`config.mk`:
```
export PLATFORM = sky130hd
export DESIGN_NAME = rgb_breath_pwm
export DESIGN_NICKNAME = d
export VERILOG_FILES = /design/src/rtl/rgb_breath_pwm.sv
export SDC_FILE = /design/constraint.sdc
export NUM_CORES = 1
export LEC_CHECK = 0
export BUFFER_PORTS_ARGS = -buffer_cell sky130_fd_sc_hd__clkbuf_2
export CAP_MARGIN = 10
export CORE_MARGIN = 2
export CORE_UTILIZATION = 35
export DETAILED_ROUTE_END_ITERATION = 6
export GPL_TIMING_DRIVEN = 0
export REMOVE_ABC_BUFFERS = 1
export SYNTH_ARGS = -nofsm -noshare
export SYNTH_HDL_FRONTEND = slang
export SYNTH_SLANG_ARGS = --single-unit
```
`constraint.sdc`:
```
create_clock -name clk -period 2.8 [get_ports clk]
set_clock_uncertainty 0.2 [all_clocks]
set_input_delay 0.28 -clock clk [delete_from_list [all_inputs] [get_ports clk]]
set_output_delay 0.28 -clock clk [all_outputs]
set_load 0.05 [all_outputs]
```
`src/rtl/rgb_breath_pwm.sv`:
```
// Multi-channel PWM LED driver. Each channel is off, full-on, a static duty,
// or a breathing triangle ramp. Duties are reloaded only at PWM period wraps.
module rgb_breath_pwm #(
    parameter int PWM_BITS   = 8,
    parameter int CHANNELS   = 3,
    parameter int STEP_DIV   = 65536,
    parameter int HOLD_STEPS = 0,
    parameter int PHASE_STEP = 0
) (
    input  logic                         clk,
    input  logic                         rst,
    input  logic                         enable,
    input  logic [2*CHANNELS-1:0]        mode,
    input  logic [PWM_BITS*CHANNELS-1:0] level,
    output logic [CHANNELS-1:0]          pwm_out,
    output logic                         period_tick,
    output logic                         step_tick
);

    localparam logic [PWM_BITS-1:0] MAX       = '1;
    localparam int                  PS_W      = (STEP_DIV > 1) ? $clog2(STEP_DIV) : 1;
    localparam logic [PS_W-1:0]     PS_LAST   = PS_W'(STEP_DIV - 1);
    localparam int                  HOLD_W    = (HOLD_STEPS > 0) ? $clog2(HOLD_STEPS + 1) : 1;
    localparam logic [HOLD_W-1:0]   HOLD_LAST = HOLD_W'(HOLD_STEPS);

    typedef enum logic [1:0] {
        MODE_OFF     = 2'b00,
        MODE_ON      = 2'b01,
        MODE_STATIC  = 2'b10,
        MODE_BREATHE = 2'b11
    } mode_e;

    typedef enum logic {
        DIR_UP   = 1'b0,
        DIR_DOWN = 1'b1
    } dir_e;

    // Reset brightness of channel c, saturated so a large stagger never wraps.
    function automatic logic [PWM_BITS-1:0] start_bright(input int c);
        longint v;
        v = longint'(c) * longint'(PHASE_STEP);
        if (v > ((longint'(1) << PWM_BITS) - 1))
            return MAX;
        return PWM_BITS'(v);
    endfunction

    logic [PS_W-1:0]     presc;
    logic [PWM_BITS-1:0] pwm_cnt;
    logic                stp;
    logic                wr;

    assign stp = enable && (presc == PS_LAST);
    assign wr  = enable && (pwm_cnt == MAX);

    always_ff @(posedge clk or posedge rst) begin
        if (rst) begin
            presc       <= '0;
            pwm_cnt     <= '0;
            period_tick <= 1'b0;
            step_tick   <= 1'b0;
        end else begin
            period_tick <= wr;
            step_tick   <= stp;
            if (enable) begin
                presc   <= stp ? '0 : presc + 1'b1;
                pwm_cnt <= pwm_cnt + 1'b1;
            end
        end
    end

    for (genvar c = 0; c < CHANNELS; c++) begin : g_ch
        mode_e               ch_mode;
        logic [PWM_BITS-1:0] ch_level;
        logic [PWM_BITS-1:0] bright;
        logic [PWM_BITS-1:0] shadow;
        logic [HOLD_W-1:0]   hold_cnt;
        dir_e                dir;
        logic                out_bit;

        assign ch_mode    = mode_e'(mode[2*c +: 2]);
        assign ch_level   = level[PWM_BITS*c +: PWM_BITS];
        assign pwm_out[c] = out_bit;

        // Breathing engine advances on every step regardless of mode.
        always_ff @(posedge clk or posedge rst) begin
            if (rst) begin
                bright   <= start_bright(c);
                hold_cnt <= '0;
                dir      <= DIR_UP;
            end else if (stp) begin
                if (dir == DIR_UP) begin
                    if (bright != MAX) begin
                        bright <= bright + 1'b1;
                    end else if (hold_cnt != HOLD_LAST) begin
                        hold_cnt <= hold_cnt + 1'b1;
                    end else begin
                        hold_cnt <= '0;
                        dir      <= DIR_DOWN;
                        bright   <= MAX - 1'b1;
                    end
                end else begin
                    if (bright != '0) begin
                        bright <= bright - 1'b1;
                    end else if (hold_cnt != HOLD_LAST) begin
                        hold_cnt <= hold_cnt + 1'b1;
                    end else begin
                        hold_cnt <= '0;
                        dir      <= DIR_UP;
                        bright   <= PWM_BITS'(1);
                    end
                end
            end
        end

        always_ff @(posedge clk or posedge rst) begin
            if (rst) begin
                shadow  <= '0;
                out_bit <= 1'b0;
            end else begin
                // NOTE: non-blocking assignment means a step in the same cycle
                // as the wrap is not yet visible here; shadow gets the old bright.
                if (wr) begin
                    case (ch_mode)
                        MODE_STATIC:  shadow <= ch_level;
                        MODE_BREATHE: shadow <= bright;
                        default:      shadow <= '0;
                    endcase
                end
                if (!enable) begin
                    out_bit <= 1'b0;
                end else begin
                    case (ch_mode)
                        MODE_OFF: out_bit <= 1'b0;
                        MODE_ON:  out_bit <= 1'b1;
                        default:  out_bit <= (pwm_cnt < shadow);
                    endcase
                end
            end
        end
    end

endmodule

```
* Word-level counts from Yosys, hierarchy flattened *
Index checks and enable logic that the tools add are counted.

word-level totals
  register bits = 83
  word-level logic and storage cells = 125

cells by class
  add/subtract/negate cells = 11
  magnitude comparators = 3
  eq/ne operators = 26
  multiplexer cells = 52
  reductions and logical operators = 14

operators by type and width
  operator                 number
  $mux W8                  15
  $pmux W8 S2              3
  $add A8 B1 Y8 const B    4
  $mux W1                  30
  $lt A8 B8 Y1             3
  $ne A8 B8 Y1 const B     3
  $reduce_bool A8 Y1       3
  $sub A8 B1 Y8 const B    3
  $reduce_and A3 Y1        6
  $add A16 B1 Y16 const B  1
  $eq A16 B16 Y1 const B   1
  $mux W16                 1
  $eq A2 B2 Y1 const B     6
  $ne A2 B2 Y1 const B     6
  $ne A3 B1 Y1 const B     3
  $ne A3 B2 Y1 const B     3
  $eq A8 B8 Y1 const B     1
  $eq A2 B1 Y1 const B     3
  $logic_not A2 Y1         3
  $pmux W1 S2              3
  $add A1 B1 Y1 const B    3
  $logic_and A1 B1 Y1      2

* Depth between registers and ports, before layout *
  depth in word-level cells = 4
  gate-level depth with buffers = 7
  mapped depth without buffers = 6

* Worst setup path before layout *
Ideal clock, no wire load.

  path kind = register to register
  start point = register g_ch[2].bright[0]
  end point = register g_ch[2].bright[2]
  arrival = 2093 ps
  path slack = 385 ps
  cell stages (with the launch flop) = 8
  buffers on the path = 1
  period minus slack after synthesis = 2415 ps
  path through = dfrtp_1 clkbuf_1 inv_1 ha_1 nor4b_1 a21oi_1 a2111o_1 a32o_1

on the way
  word-level cells in the longest chain between the ends = 3
  elaborated cells on any way between the ends = 10
  those cells by class = add/sub (2); eq/ne (3); mux (3); reduce/logical (2)

ends and longest elaborated chain
  what                                                 line  source
  from (decl)                                          74    logic [PWM_BITS-1:0] bright;
  from (signal assigned)                               87    bright <= start_bright(c);
  from (signal assigned)                               93    bright <= bright + 1'b1;
  from (signal assigned)                               99    bright <= MAX - 1'b1;
  $add A8 B1 Y8, or another cell as far along          93
  $mux W8, or another cell as far along                92    if (bright != MAX) begin
  $mux W8 / $reduce_and A3 Y1 (equally long branches)  -

Several ways; a longest one is shown, not always the timed one.
A chain may end at the register's enable or synchronous reset.

* Worst setup path after layout *
  start point = register presc[12]
  end point = register g_ch[0].bright[1]

on the way
  word-level cells in the longest chain between the ends = 3

ends and longest elaborated chain
  what                         line  source
  from (decl)                  47    logic [PS_W-1:0] presc;
  from (signal assigned)       65    presc <= stp ? '0 : presc + 1'b1;
  $eq A16 B16 Y1               52    assign stp = enable && (presc == PS_LAST);
  $logic_and A1 B1 Y1          52
  $reduce_and A3 Y1 (no line)  -
  to (signal assigned)         87
  to (signal assigned)         93
  to (signal assigned)         99
  to (decl)                    74

No other way between the ends.

==> qor.yml <==
status: "finished clean"
core_um2: 15100
drive_gt1_share_pct: 15.9
yosysWarnings: 0
dp_hpwl_um: 9280
cts_sinks: 80
fin_util_pct: 39.4
synth_top_area_cell: "dfrtp_1"
place_inst: 779
synth_cells: 599
stdcell_area_um2: 5970
n_antenna_cell: 0
final-max-slew-violation-count: 0
wire_per_inst_um: 17.0
period_share_pct: 90.9
cts_tree: "built"
antenna_found_initial: 0
grt_pass1_wl_um: 23000
synthesis.area_um2: 5400
synth_seq_cells: 80
min_period_ns: 2.55
grt_max_degree: 61
slew_headroom_pct: 40.1
numCtsBuffers: 9
insertion_delay_ns: 0.35
drt_pass1_iterations: 5
drv_cap: 0
worstPathRequired_ns: 2.83
start_util_pct: 35.6
clock_tree.root_cell: "clkbuf_16"
critPathKind: "register to register"
syn_avg_cell_area_um2: 9.01
finalHoldViolations: 0
synth_flop_cell: "dfrtp_1"
crit_fanout: 20
worstMarginPinSlew_ns: 0.897
clock.fmax_mhz: 393
power_leakage_nw: 2.62
yosysTopAreaCellShare_pct: 37.1
grt_pass1_vias: 4591
startpoint_type: "register"
placed_area_um2: 5650
power_w: 0.00304
overflow: 0
setup_viol: 0
rsz0062_at_grt: "false"
place.gp.congestion: 0.853
synth_seq_area_share_pct: 37.1
via_count: 4638
die_area_um2: 16400
io_buffers: 37
drt_iter0_drc: 386
clk_pin_slew_ns: 0.07
synth_cell_types: 72
cts_buffer_depth: 2
finalNetCount: 669
die_w_um: 128
fill_cells: 1475
cellPowerDensity_nw_per_um2: 509
min_path_type: "primary input to register"
route.detailed.drc: 0
htreeDepth: 3
area_delta_synth_final_pct: 10.6
stdcell_count: 797
fp-row-count: 45
antenna_left: 0
ys_async_sr_fraction_pct: 100
grt_usage_pct: 17.5
finalWirelength_um: 13500
synth_edf_count: 0
whs_ns: 0.0959
vias_per_cell: 5.82
fp.dieH_um: 128
ir_drop_v: 0.000286
cp-end-kind: "register"
pin_count: 38
arrival_ns: 2.58
ys_top_cells_by_area: "dfrtp_1 (37%), ha_1 (7.4%), mux2_2 (5.6%)"
-- final cells by class --
type                            instances  area [um2]  share of cell area, %
Timing Repair Buffer                   40         230                   3.86
Tap cell                              188         235                   3.94
Sequential cell                        80        2000                   33.5
Multi-Input combinational cell        424        3030                   50.7
Clock buffer                           10         239                   4.00
Inverter                               49         188                   3.14
Clock inverter                          6        50.0                  0.838
-- power breakdown --
part	internal, W	switching (W)	total (W)
sequential	0.00125	0.000187	0.00144
combinational	0.000214	0.000222	0.000437
clock	0.000636	0.000525	0.00116
total	0.00210	0.000935	0.00304
-- cell usage after synthesis (11+ instances only) --
| cell | number |
|---|---|
| inv_1 | 48 |
| clkbuf_1 | 37 |
| a21oi_1 | 20 |
| ha_1 | 32 |
| mux2_2 | 27 |
| o21ai_0 | 47 |
| dfrtp_1 | 80 |
| nand4_1 | 12 |
| nand3_1 | 44 |
| o211ai_1 | 11 |
| nor3_1 | 15 |
| o31ai_1 | 11 |
| nor2_1 | 20 |
| a211oi_1 | 17 |
| nand2_1 | 31 |
| xnor2_1 | 13 |
-- what timing repair did --
item | CTS | global route
setup endpoints to repair | 28 | 4
setup buffers | 1 | 0
endpoints found under the hold margin | 20 | 0
pin swaps | 1 | 0
hold buffers | 1 | 0
resized for setup | 2 | 2
-- through the flow --
step / TNS, ns / setup slack, ns
floorplan: 0 / 0.222
global placement: -105.43 / -1.09
detailed placement: -22.68 / -1.14
CTS: 0 / 0.121
global route: 0 / 0.0787
finish: 0 / 0.254
-- per-layer routing --
metal  GRT usage (%)  vias up  share of wire (%)
met5               0        -                  0
met4            4.85        0                1.5
met3            4.26       17                5.9
met2            27.7      144                 46
met1            23.8     2255                 47
li1                -     2222                  -
-- worst max-delay path: stages (launching register included) --
cell and delay (ns):
dfrtp_1 0.39, and3_1 0.22, and2_2 0.44, nand2_1 0.38, clkinv_2 0.41, mux2_2 0.38
-- layout by cell type, fill, tap and decap left out, drive strengths merged, types with 3 or more instances in the layout --
| master | count |
|---|---|
| a31o | 3 |
| or3 | 5 |
| o21ai | 47 |
| and4 | 4 |
| nor2b | 8 |
| o211ai | 11 |
| nand4 | 13 |
| inv | 51 |
| xor2 | 7 |
| and3 | 9 |
| xnor2 | 13 |
| dfrtp | 80 |
| nand2 | 31 |
| o31ai | 11 |
| mux2 | 27 |
| nor2 | 20 |
| clkbuf | 47 |
| or4 | 5 |
| and2 | 4 |
| a32o | 3 |
| a21oi | 20 |
| nand2b | 3 |
| o22ai | 5 |
| a22o | 6 |
| nand3 | 45 |
| nor3 | 15 |
| a211oi | 17 |
| a311oi | 4 |
| a31oi | 5 |
| ha | 32 |
| nor4 | 5 |
| and3b | 3 |
| a41oi | 3 |
| nor4b | 4 |
-- state kept, by name, summed over array words and instances (netlist names) --
| register | cells |
|---|---|
| g_ch.bright | 24 |
| g_ch.dir | 3 |
| g_ch.out_bit | 3 |
| g_ch.shadow | 24 |
| period_tick | 1 |
| presc | 16 |
| pwm_cnt | 8 |
| step_tick | 1 |
-- final timing paths --
check,startpoint,endpoint,slack [ns],depth (start not counted)
max,presc[12],g_ch[0].bright[1],0.25,5
min,mode[1],g_ch[0].shadow[6],0.1,3
max reg2reg,presc[12],g_ch[0].bright[1],0.25,5
min reg2reg,presc[14],presc[14],0.28,1
max in group asynchronous,rst,g_ch[2].bright[7],1.56,4
min in group asynchronous,rst,period_tick,0.23,3
-- logic make-up after synthesis --
group	Yosys count	synth area share [%]
and+or+nand+nor	186	19.6
xor gates and xnor gates	20	3.25
AOI/OAI and AO/OA	157	19.6
DFF	80	37.1
muxes	29	6.01
buffers and inverters	95	7.10
adders and majority gates	32	7.42
Note: power is estimated with default switching activity, not from simulation.
